--- config.mk ---
export PLATFORM = sky130hd
export DESIGN_NAME = ictrl_cfg_sequencer_flat
export DESIGN_NICKNAME = d
export VERILOG_FILES = /design/src/rtl/ictrl_cfg_sequencer_if.sv /design/src/rtl/ictrl_cfg_sequencer.sv /design/src/flat_wrapper.sv
export SDC_FILE = /design/constraint.sdc
export NUM_CORES = 1
export LEC_CHECK = 0
export ABC_AREA = 0
export BUFFER_PORTS_ARGS = -buffer_cell sky130_fd_sc_hd__buf_2
export CAP_MARGIN = 5
export CORE_MARGIN = 2
export CORE_UTILIZATION = 50
export CTS_CLUSTER_DIAMETER = 80
export DETAILED_ROUTE_END_ITERATION = 8
export PLACE_DENSITY_LB_ADDON = 0.2
export SLEW_MARGIN = 15
export SYNTH_ARGS = -nofsm -noshare
export SYNTH_HDL_FRONTEND = slang
export SYNTH_SLANG_ARGS = --single-unit
--- constraint.sdc ---
create_clock -name clk -period 5.1 [get_ports clk]
set_clock_uncertainty 0.2 [all_clocks]
set_input_delay 1.02 -clock clk [delete_from_list [all_inputs] [get_ports clk]]
set_output_delay 1.02 -clock clk [all_outputs]
set_load 0.005 [all_outputs]
--- src/rtl/ictrl_cfg_sequencer_if.sv ---
// ictrl_cfg_sequencer_if: command stream, flit-block config push and send-tap bundle
interface ictrl_cfg_sequencer_if #(
  parameter int FLIT_WIDTH = 32
);
  logic                  cmd_valid;
  logic                  cmd_ready;
  logic [FLIT_WIDTH-1:0] cmd_data;
  logic                  cfg_send_start;
  logic [FLIT_WIDTH-1:0] cfg_group_info;
  logic                  cfg_group_info_valid;
  logic [FLIT_WIDTH-1:0] cfg_cache_info;
  logic                  cfg_cache_info_valid;
  logic [11:0]           send_valid;
  logic [11:0]           send_ready;
  logic                  nodes_intr;
  modport master (
    input  cmd_valid, cmd_data, send_valid, send_ready, nodes_intr,
    output cmd_ready, cfg_send_start, cfg_group_info, cfg_group_info_valid,
           cfg_cache_info, cfg_cache_info_valid
  );
  modport slave (
    output cmd_valid, cmd_data, send_valid, send_ready, nodes_intr,
    input  cmd_ready, cfg_send_start, cfg_group_info, cfg_group_info_valid,
           cfg_cache_info, cfg_cache_info_valid
  );
endinterface

--- src/rtl/ictrl_cfg_sequencer.sv ---
// ictrl_cfg_sequencer: loads descriptor config flits into the flit block and tracks their sends
module ictrl_cfg_sequencer #(
  parameter int FLIT_WIDTH = 32,
  parameter int TIMEOUT_W  = 16
) (
  input  logic                 clk,
  input  logic                 rst,
  input  logic                 seq_start,
  input  logic [TIMEOUT_W-1:0] cfg_timeout,
  ictrl_cfg_sequencer_if.master bus,
  output logic                 busy,
  output logic                 seq_done,
  output logic                 seq_err,
  output logic [1:0]           err_code,
  output logic [7:0]           desc_cnt
);
  typedef enum logic [2:0] {IDLE, HDR, LOAD, START, SEND, WAIT_INTR, DONE, ERR} state_t;
  state_t               state;
  logic [11:0]          mask;
  logic [3:0]           cnt;
  logic [3:0]           load_cnt;
  logic [3:0]           send_cnt;
  logic                 wait_intr;
  logic                 last;
  logic [TIMEOUT_W-1:0] timer;
  logic                 push;
  logic                 fire;
  assign push = state == LOAD && bus.cmd_valid;
  assign fire = |bus.send_valid && &(bus.send_ready | ~bus.send_valid);
  assign bus.cmd_ready = state == HDR || state == LOAD;
  assign bus.cfg_send_start = state == START;
  assign bus.cfg_cache_info_valid = push;
  assign bus.cfg_group_info_valid = push;
  assign bus.cfg_cache_info = push ? bus.cmd_data : '0;
  assign bus.cfg_group_info = push ? FLIT_WIDTH'(mask) : '0;
  assign busy = state != IDLE;
  assign seq_done = state == DONE;
  assign seq_err = state == ERR;
  // Descriptor walk: header latch, flit pass-through count, fire count, interrupt wait, status
  always_ff @(posedge clk) begin
    if (rst) begin
      state     <= IDLE;
      mask      <= '0;
      cnt       <= '0;
      load_cnt  <= '0;
      send_cnt  <= '0;
      wait_intr <= 1'b0;
      last      <= 1'b0;
      timer     <= '0;
      err_code  <= '0;
      desc_cnt  <= '0;
    end else begin
      case (state)
        IDLE: if (seq_start) begin
          state    <= HDR;
          desc_cnt <= '0;
          err_code <= '0;
        end
        HDR: if (bus.cmd_valid) begin
          mask      <= bus.cmd_data[11:0];
          cnt       <= bus.cmd_data[15:12];
          wait_intr <= bus.cmd_data[16];
          last      <= bus.cmd_data[17];
          load_cnt  <= '0;
          if (bus.cmd_data[15:12] == 4'd0) begin
            state    <= ERR;
            err_code <= 2'd1;
          end else begin
            state <= LOAD;
          end
        end
        LOAD: if (bus.cmd_valid) begin
          load_cnt <= load_cnt + 4'd1;
          if (load_cnt == cnt - 4'd1) begin
            state    <= START;
            send_cnt <= '0;
          end
        end
        START, SEND: if (fire) begin
          send_cnt <= send_cnt + 4'd1;
          if (send_cnt + 4'd1 != cnt) begin
            state <= SEND;
          end else if (wait_intr) begin
            state <= WAIT_INTR;
            timer <= '0;
          end else begin
            desc_cnt <= desc_cnt + 8'd1;
            state    <= last ? DONE : HDR;
          end
        end
        WAIT_INTR: begin
          timer <= timer + TIMEOUT_W'(1);
          if (bus.nodes_intr) begin
            desc_cnt <= desc_cnt + 8'd1;
            state    <= last ? DONE : HDR;
          end else if (cfg_timeout != '0 && timer == cfg_timeout - TIMEOUT_W'(1)) begin
            state    <= ERR;
            err_code <= 2'd2;
          end
        end
        default: state <= IDLE;
      endcase
    end
  end
endmodule

--- src/flat_wrapper.sv ---
// flat-port wrapper written by rule: the top's interface ports become plain ports
module ictrl_cfg_sequencer_flat 
#(
  parameter int FLIT_WIDTH = 32,
  parameter int TIMEOUT_W  = 16
)
  (clk, rst, seq_start, cfg_timeout, busy, seq_done, seq_err, err_code, desc_cnt, bus_cmd_valid, bus_cmd_data, bus_send_valid, bus_send_ready, bus_nodes_intr, bus_cmd_ready, bus_cfg_send_start, bus_cfg_group_info, bus_cfg_group_info_valid, bus_cfg_cache_info, bus_cfg_cache_info_valid);
  ictrl_cfg_sequencer_if #(.FLIT_WIDTH(FLIT_WIDTH)) bus_i ();
  input  logic clk;
  input  logic rst;
  input  logic seq_start;
  input  logic [TIMEOUT_W-1:0] cfg_timeout;
  output logic busy;
  output logic seq_done;
  output logic seq_err;
  output logic [1:0] err_code;
  output logic [7:0] desc_cnt;
  input wire logic [$bits(bus_i.cmd_valid)-1:0] bus_cmd_valid;
  input wire logic [$bits(bus_i.cmd_data)-1:0] bus_cmd_data;
  input wire logic [$bits(bus_i.send_valid)-1:0] bus_send_valid;
  input wire logic [$bits(bus_i.send_ready)-1:0] bus_send_ready;
  input wire logic [$bits(bus_i.nodes_intr)-1:0] bus_nodes_intr;
  output wire logic [$bits(bus_i.cmd_ready)-1:0] bus_cmd_ready;
  output wire logic [$bits(bus_i.cfg_send_start)-1:0] bus_cfg_send_start;
  output wire logic [$bits(bus_i.cfg_group_info)-1:0] bus_cfg_group_info;
  output wire logic [$bits(bus_i.cfg_group_info_valid)-1:0] bus_cfg_group_info_valid;
  output wire logic [$bits(bus_i.cfg_cache_info)-1:0] bus_cfg_cache_info;
  output wire logic [$bits(bus_i.cfg_cache_info_valid)-1:0] bus_cfg_cache_info_valid;
  assign bus_i.cmd_valid = bus_cmd_valid;
  assign bus_i.cmd_data = bus_cmd_data;
  assign bus_i.send_valid = bus_send_valid;
  assign bus_i.send_ready = bus_send_ready;
  assign bus_i.nodes_intr = bus_nodes_intr;
  assign bus_cmd_ready = bus_i.cmd_ready;
  assign bus_cfg_send_start = bus_i.cfg_send_start;
  assign bus_cfg_group_info = bus_i.cfg_group_info;
  assign bus_cfg_group_info_valid = bus_i.cfg_group_info_valid;
  assign bus_cfg_cache_info = bus_i.cfg_cache_info;
  assign bus_cfg_cache_info_valid = bus_i.cfg_cache_info_valid;
  ictrl_cfg_sequencer #(.FLIT_WIDTH(FLIT_WIDTH), .TIMEOUT_W(TIMEOUT_W)) u_core (.clk(clk), .rst(rst), .seq_start(seq_start), .cfg_timeout(cfg_timeout), .bus(bus_i), .busy(busy), .seq_done(seq_done), .seq_err(seq_err), .err_code(err_code), .desc_cnt(desc_cnt));
endmodule
==> results of run 1 <==
[synth_stat cells, types with 3 or more instances]
library cell	number
mux2i_1	4
a21oi_1	44
or4_1	5
or3_1	6
nand3b_1	4
dfxtp_1	55
nand3_1	14
nor4_1	12
ha_1	7
clkbuf_1	26
nand2b_1	15
inv_1	17
o2111ai_1	4
nor3_1	24
a22oi_1	4
and2_1	49
nand2_1	66
a31oi_1	5
nor2b_1	3
buf_4	21
o22ai_1	3
a311oi_1	10
and3_1	5
xnor2_1	25
xor2_1	14
nand4_1	7
o21ai_0	16
or3b_2	3
nor2_1	46
[per-stage QoR]
stage          instances  hold slack, ns  setup slack (ns)
5_1_grt              765           0.275              1.39
4_1_cts              765           0.259              1.56
6_report             765           0.256              1.54
3_5_place_dp         757           0.245              1.25
3_3_place_gp         757           0.239              1.35
2_1_floorplan        568           0.232              1.42
[cell usage in the layout (no fill, tap or decap), types with 4 or more instances in the layout]
cell,netlist,final
and2_1,49,49
nand2_1,66,66
a22oi_1,4,4
a31oi_1,5,5
conb_1,1,20
xnor2_1,25,25
nand3b_1,4,4
or3_1,6,6
nor3_1,24,23
inv_1,17,17
clkbuf_8,0,5
a311oi_1,10,10
nor4_1,12,12
nand2b_1,15,15
xor2_1,14,14
mux2i_1,4,4
nand3_1,14,14
nor2_1,46,46
nand4_1,7,7
o21ai_0,16,16
or4_1,5,5
buf_2,1,137
ha_1,7,7
and3_1,5,5
o2111ai_1,4,4
a21oi_1,44,44
dfxtp_1,55,55
[state kept, by name, summed over array words and instances (netlist names)]
register,count
u_core.timer,16
u_core.mask,12
u_core.desc_cnt,8
u_core.cnt,4
u_core.load_cnt,4
u_core.send_cnt,4
u_core.state,3
u_core.err_code,2
u_core.last,1
u_core.wait_intr,1
[kinds of logic (layout without fill, tap and decap cells)]
| kind of cell | Yosys count | after routing |
|---|---|---|
| fa+ha+maj | 7 | 7 |
| xor+xnor | 39 | 39 |
| mux | 4 | 4 |
| simple gates | 269 | 269 |
| buf+inv | 68 | 163 |
| compound gates | 106 | 106 |
| other cells | 1 | 20 |
| flops | 55 | 55 |
[critical path: stages]
cell	delay (ns)
buf_2	0.14
or4_4	0.60
or4_1	0.64
or3_1	0.38
a21oi_1	0.16
o311ai_1	0.19
nor4_1	0.27
o221a_1	0.22
[path summary, 6_finish.rpt]
check | cells after the start | to | startpoint | slack (ns)
min reg2reg | 2 | u_core.mask[10]$_SDFFE_PP0P_ | u_core.mask[10]$_SDFFE_PP0P_ | 0.26
max reg2reg | 6 | u_core.timer[13]$_SDFFE_PP0P_ | u_core.state[2]$_SDFFE_PP0P_ | 2.11
max | 8 | u_core.err_code[1]$_SDFFE_PP0P_ | cfg_timeout[3] | 1.54
min | 2 | u_core.mask[10]$_SDFFE_PP0P_ | u_core.mask[10]$_SDFFE_PP0P_ | 0.26
[layer usage]
| metal | vias up | global-route usage | routed length, um |
|---|---|---|---|
| li1 | 2111 | - | - |
| met1 | 1930 | 0.288 | 4450 |
| met2 | 125 | 0.431 | 5120 |
| met3 | 7 | 0.0346 | 542 |
| met4 | 0 | 0.0502 | 85 |
| met5 | - | 0 | 0 |
[power breakdown]
part	switching, mW	leakage, nW	internal (mW)
Clock	0.145	0.0412	0.0965
Combinational	0.258	1.52	0.174
Sequential	0.0523	0.445	0.460
[cell type report]
class,instances,area share
clock buffer,6,0.0154
multi-input combinational,445,0.560
clock inverter,2,0.00266
sequential,55,0.234
timing repair buffer,138,0.147
inverter,17,0.0136
tap,102,0.0271
==> flow_summary.ini, run 1 <==
[status]
status = finished, final reports clean

[floorplan]
placementRows = 32
start_util = 0.517
die_w_um = 93.4
io_pins = 158
fp.coreArea_sq_um = 7730
dieHeight_um = 93.4
die_area_sq_um = 8730

[clock_network]
clkLatencyLatePin_ns = 0.31
cts-root-buf = clkbuf_8
clkSinkCount = 55
post_cts_buffers = 0
cts_tree = yes
hold_buffers = 0
cts-resized-gates = 0
cts_max_level = 2
cts_made_buffers = 5
clk_pin_slew_ns = 0.10
clockBufferDepth = 2

[yosys]
ys_ff_latch = 55
yosysTopAreaCell = dfxtp_1
yosysSeqAreaShare = 0.275
synthTopCellsByArea = dfxtp_1 (28%), and2_1 (7.7%), nand2_1 (6.2%), a21oi_1 (5.5%), xnor2_1 (5.5%)
synth_area_sq_um = 4000
async_flop_share = 0
syn_area_per_cell_sq_um = 7.28
yosysWarnings = 0
yosysTopAreaCellShare = 0.275
synth_compound_area_frac = 0.170
synth_edf_count = 0
synth_xor_area_frac = 0.0854
synth_fa_ha_area_frac = 0.0219
synth_cells = 549
muxShareOfSynthArea = 0.0100
synth_cell_types = 56
synth_top_family_by_area = simple AND/OR/NAND/NOR gates
ys.flop_type = dfxtp_1
synthSimpleGateAreaFrac = 0.349

[worst_setup_path]
path_class = primary input to flip-flop
crit_arrival_ns = 3.62
required_ns = 5.16
end_kind = flip-flop
crit_fanout = 8
critPathLaunchType = primary input

[sta]
min_period_ns = 3.56
worst_pin_slew_ns = 1.05
fmax_mhz = 281
tns_ns = 0
hold_viol = 0
setup_violations = 0
slew_headroom = 0.300
timing.final.crit_share = 0.699
rsz0062_at_grt = false
report.final.slew_viol_count = 0

[placed_design]
place_hpwl_mm = 7.60
gp_congestion = 0.824
numPortBuffers = 137
place_area_sq_um = 4610

[grt]
grt.total_usage = 0.235
overflow = 0
antenna_found_initial = 0
grt_pass1_wl_mm = 17.2
grt_pass1_vias = 3831
grt_max_degree = 52

[cells_and_area]
multi_input_area_sq_um = 2630
fin_area_sq_um = 4700
antenna_cells_inserted = 0
nFillCells = 772
regArea_sq_um = 1100
final_util = 0.609
final_nets = 746
drive_gt1_frac = 0.231
syn_to_final_growth_pct = 17.7

[power_and_ir_drop]
p_leak_nw = 2.01
power.total_mw = 1.19
p_per_area_nw_per_um2 = 252
irDropWorstVdd_mv = 0.166

[min_path]
hp-class = flip-flop to flip-flop

[detailed_routing]
avgViaCountPerCell = 5.45
vias = 4173
drt_first_pass_iters = 5
wirelength_mm = 10.2
antenna_left = 0
drt_iter0_drc = 140
wl_per_cell_um = 13.3
route.detailed.drc = 0

[run]
drv_cap = 0
(Power assumes the default switching activity.)
==> run 2, diff against run 1 <==
CORE_UTILIZATION = 45   (was 50)
clock period = 2.94 ns   (was 5.1 ns; I/O delays follow)
==> run 2 against run 1 <==
Net effect:
- largest cell class unchanged
- largest power group unchanged
- core utilization decreased by 3.9 points
- register-to-register slack lost 1.7 ns
- sequential power is 66% higher
- worst setup slack lost 1.5 ns
- die area increased by 11%
- non-clock buffer count is 31 higher
- flip-flop and latch count stayed put
- via count up 1.8%
- cell count rose by 4.8%
- combinational power is 97% higher
- critical path depth stayed put
==> flow_summary.ini, run 2 (synthesis gave the netlist of run 1 again) <==
[run]
drv_cap = 0

[grt]
antenna_found_initial = 0
grt.total_usage = 0.209
grt_pass1_vias = 3992
grt_pass1_wl_mm = 17.4
overflow = 0
grt_max_degree = 52

[worst_setup_path]
r2r-start = u_core.cnt[0]$_SDFFE_PP0P_
path_cells = buf_2 -> or4_4 -> or4_4 -> nand3_1 -> o21ai_0 -> o311ai_1 -> o21ai_0 -> a32o_1
end_kind = flip-flop
critPathLaunchType = primary input
critPathMaxStageDelay_ns = 0.57
crit_fanout = 5
required_ns = 2.95
rr_worst_depth = 9
crit_arrival_ns = 2.86
r2r_setup_slack_ns = 0.46
path_class = primary input to flip-flop
r2r_end = u_core.state[0]$_SDFFE_PP0P_
slowest_stage = or4_4

[min_path]
hp-start = u_core.mask[5]$_SDFFE_PP0P_
hp-class = flip-flop to flip-flop
worstHoldPathCells = 2
holdPathEnd = u_core.mask[5]$_SDFFE_PP0P_

[floorplan]
die_w_um = 98.3
start_util = 0.461
dieHeight_um = 98.3
placementRows = 34
die_area_sq_um = 9650
fp.coreArea_sq_um = 8680
io_pins = 158

[sta]
setup_violations = 0
hold_viol = 0
report.final.slew_viol_count = 0
worst_pin_slew_ns = 0.567
timing.final.crit_share = 0.971
min_period_ns = 2.85
tns_ns = 0
rsz0062_at_grt = false
fmax_mhz = 350
slew_headroom = 0.618

[clock_network]
clkSinkCount = 55
cts_made_buffers = 5
clockBufferDepth = 2
cts_max_level = 2
cts-root-buf = clkbuf_8
clkLatencyLatePin_ns = 0.31
hold_buffers = 0
post_cts_buffers = 0
clk_pin_slew_ns = 0.11
cts_tree = yes

[detailed_routing]
route.detailed.drc = 0
antenna_left = 0
routed.top_layer = met4
wl_met1_mm = 4.65
avgViaCountPerCell = 5.30
dr_wl_met2_mm = 5.06
routed-wl-met3_um = 517
drt_first_pass_iters = 4
vias = 4247
drt_iter0_drc = 174
wirelength_mm = 10.4
wl_per_cell_um = 12.9

[cells_and_area]
nFillCells = 836
drive_gt1_frac = 0.268
largest_register_ffs = 16
syn_to_final_growth_pct = 23.7
final_cell_mix = buf_2 (137), nand2_1 (66), dfxtp_1 (55), and2_1 (49), nor2_1 (46)
final_common_cell = buf_2
antenna_cells_inserted = 0
final_nets = 777
top_regs = u_core.timer (16), u_core.mask (12), u_core.desc_cnt (8)
top_register = u_core.timer
final_util = 0.570

[placed_design]
numPortBuffers = 137
gp_congestion = 0.912
place_hpwl_mm = 8.14

[power_and_ir_drop]
irDropWorstVdd_mv = 0.224
p_per_area_nw_per_um2 = 432
power.total_mw = 2.14
p_leak_nw = 2.17

[status]
status = finished, final reports clean
## run 2: cell count changes in the layout (fill, tap and decap cells not counted)
cell and delta:
clkinv_2 +1, or4_1 -1, buf_4 +31, clkbuf_1 -1, clkinvlp_4 -1, or4_4 +1
nor3b_2 +1, nor3b_4 -1, inv_6 +1
## run 2: timing repair
action	CTS	global route
pin swaps	0	1
resized for setup	1	0
setup endpoints to repair	1	2
## run 2: where the power goes
part / switching [mW] / total, mW / internal [mW]
Sequential: 0.0534 / 0.852 / 0.799
Combinational: 0.487 / 0.849 / 0.362
Clock: 0.265 / 0.434 / 0.169
## run 2: per-stage QoR
step	worst slack [ns]	std cells	instance area (sq um)	hold WS, ns
finish	0.0867	802	4940	0.256
detailed placement	-0.379	794	4850	0.242
global placement	-0.315	794	4850	0.238
floorplan	-0.244	568	4070	0.232
CTS	0.0253	802	4940	0.257
global route	0.00153	802	4940	0.281
## run 2: area by class of cell
type                       count  area, sq um  area share
clock buffer                   5         68.8      0.0139
clock inverter                 3         18.8     0.00380
inverter                      17         63.8      0.0129
multi-input combinational    445         2630       0.532
sequential                    55         1100       0.223
tap                          108          135      0.0273
timing repair buffer         169          926       0.187
## run 2: layer usage
| layer | track usage | up-vias |
|---|---|---|
| li1 | - | 2167 |
| met1 | 0.273 | 1942 |
| met2 | 0.372 | 122 |
| met3 | 0.0265 | 16 |
| met4 | 0.0432 | 0 |
| met5 | 0 | - |
## run 2: critical path: cells and delay by family
kind                   cells  cell delay (ns)
AOI/OAI and AO/OA          4             0.98
buffers and inverters      1             0.11
and+or+nand+nor            3             1.19
## run 2: worst max path at each step
| stage | end | startpoint | cells after the start |
|---|---|---|---|
| after floorplan | u_core.err_code[1]$_SDFFE_PP0P_ | cfg_timeout[2] | 10 |
| after global placement | u_core.err_code[1]$_SDFFE_PP0P_ | cfg_timeout[3] | 8 |
| after detailed placement | u_core.err_code[1]$_SDFFE_PP0P_ | cfg_timeout[3] | 8 |
| after CTS | u_core.err_code[1]$_SDFFE_PP0P_ | cfg_timeout[3] | 8 |
| after global routing | u_core.state[1]$_SDFFE_PP0P_ | cfg_timeout[3] | 8 |
| final | u_core.state[1]$_SDFFE_PP0P_ | cfg_timeout[3] | 8 |
==> run 3, diff against run 2 <==
CORE_UTILIZATION = 50   (was 45)
clock period = 3.45 ns   (was 2.94 ns; I/O delays follow)
==> run 3 against run 2 <==
Net effect:
- routed wire length decreased by 0.13%
- design area fell by 2.9%
- largest power group unchanged
- count of clock-buffer cells in the layout grew 1
- cell count fell by 3.0%
- worst setup slack improved by 0.26 ns
- global-route usage increased by 2.8 points
- highest routed layer unchanged
- critical path depth is the same
- via count decreased by 0.73%
- largest cell class unchanged
- die area decreased by 9.6%
- register-to-register slack improved by 0.18 ns
==> flow_summary.ini, run 3 (synthesis gave the netlist of run 1 again) <==
[grt]
overflow = 0
grt_max_degree = 52
grt_pass1_vias = 3858
grt.total_usage = 0.237
grt_pass1_wl_mm = 17.3
antenna_found_initial = 0

[worst_setup_path]
endpoint = u_core.err_code[1]$_SDFFE_PP0P_
crit_arrival_ns = 3.17
crit_fanout = 6
path_class = primary input to flip-flop
r2r-start = u_core.cnt[0]$_SDFFE_PP0P_
r2r_setup_slack_ns = 0.64
crit_start = cfg_timeout[3]
rr_worst_depth = 8
r2r_end = u_core.state[0]$_SDFFE_PP0P_
end_kind = flip-flop
required_ns = 3.52
critPathLaunchType = primary input

[power_and_ir_drop]
combPwrFrac = 0.386
clkPwrFrac = 0.205
p_per_area_nw_per_um2 = 371
irDropWorstVdd_mv = 0.244
swShare = 0.379
internal-power_mw = 1.11
p_leak_nw = 2.07
switchingPower_mw = 0.674
seqPwrFrac = 0.409

[cells_and_area]
fin_area_sq_um = 4800
drive_gt1_frac = 0.246
nFillCells = 721
final_cell_mix = buf_2 (137), nand2_1 (66), dfxtp_1 (55), and2_1 (49), nor2_1 (46)
largest_register_ffs = 16
final_nets = 759
top_regs = u_core.timer (16), u_core.mask (12), u_core.desc_cnt (8)
syn_to_final_growth_pct = 20.1
final_common_cell = buf_2
top_register = u_core.timer
antenna_cells_inserted = 0
regArea_sq_um = 1100
multi_input_area_sq_um = 2630

[clock_network]
cts_made_buffers = 5
cts-root-buf = clkbuf_8
cts_tree = yes
cts-resized-gates = 0
clk_pin_slew_ns = 0.10
hold_buffers = 0
cts_max_level = 2
post_cts_buffers = 0
clkLatencyLatePin_ns = 0.31
clkSinkCount = 55
clockBufferDepth = 2

[floorplan]
dieHeight_um = 93.4
fp.coreArea_sq_um = 7730
die_area_sq_um = 8730
io_pins = 158
start_util = 0.517
placementRows = 32
die_w_um = 93.4

[sta]
whs_ns = 0.259
hold_viol = 0
rsz0062_at_grt = false
fmax_mhz = 322
report.final.slew_viol_count = 0
worst_pin_slew_ns = 0.757
setup_violations = 0
timing.final.crit_share = 0.900
slew_headroom = 0.491
min_period_ns = 3.11
tns_ns = 0

[min_path]
hp-class = flip-flop to flip-flop

[placed_design]
place_hpwl_mm = 7.91
gp_congestion = 0.841
place_area_sq_um = 4710
numPortBuffers = 137

[detailed_routing]
drt_first_pass_iters = 4
vias = 4216
route.detailed.drc = 0
wirelength_mm = 10.4
antenna_left = 0
avgViaCountPerCell = 5.42
drt_iter0_drc = 153
wl_per_cell_um = 13.3

[run]
drv_cap = 0

[status]
status = finished, final reports clean
## run 3: final cells by class
cell class | count | share of cell area
clock buffer | 6 | 0.0151
tap | 102 | 0.0266
clock inverter | 2 | 0.00339
timing repair buffer | 151 | 0.165
sequential | 55 | 0.229
inverter | 17 | 0.0133
multi-input combinational | 445 | 0.547
## run 3: worst min-delay path by stage
stage,start,to,slack (ns),cells after the start
6_report,u_core.mask[4]$_SDFFE_PP0P_,u_core.mask[4]$_SDFFE_PP0P_,0.26,2
5_1_grt,u_core.mask[2]$_SDFFE_PP0P_,u_core.mask[2]$_SDFFE_PP0P_,0.28,2
4_1_cts,u_core.mask[1]$_SDFFE_PP0P_,u_core.mask[1]$_SDFFE_PP0P_,0.26,2
3_5_place_dp,u_core.mask[1]$_SDFFE_PP0P_,u_core.mask[1]$_SDFFE_PP0P_,0.24,2
3_3_place_gp,u_core.mask[2]$_SDFFE_PP0P_,u_core.mask[2]$_SDFFE_PP0P_,0.24,2
2_1_floorplan,u_core.mask[0]$_SDFFE_PP0P_,u_core.mask[0]$_SDFFE_PP0P_,0.23,2
## run 3: metrics by stage
step	setup slack, ns	std cells	utilization	power (mW)
after global placement	0.0935	770	0.610	1.41
after global routing	0.274	778	0.621	1.91
after detailed placement	0.0372	770	0.610	1.42
after floorplan	0.0953	568	-	1.20
after CTS	0.367	778	0.621	1.79
final	0.345	778	0.621	1.78
## run 3: power by group through the flow
stage	Combinational [mW]	Sequential, mW	Clock (mW)
after floorplan	0.473	0.725	0
after global placement	0.671	0.739	0
after detailed placement	0.682	0.741	0
after CTS	0.688	0.727	0.375
after global routing	0.772	0.735	0.404
final	0.687	0.727	0.365
## run 3: per-layer routing
layer / vias to the layer above / GRT usage / part of all wire
met5: - / 0 / 0
met4: 0 / 0.0699 / 0.013
met3: 14 / 0.0379 / 0.059
met2: 134 / 0.424 / 0.50
met1: 1936 / 0.291 / 0.43
li1: 2132 / - / -
## run 3: worst max-delay path: stages
cell	delay, ns
buf_2	0.11
or4_4	0.53
or4_1	0.65
or3_1	0.39
a21oi_1	0.15
o311ai_1	0.17
nor4_1	0.26
o221a_1	0.22
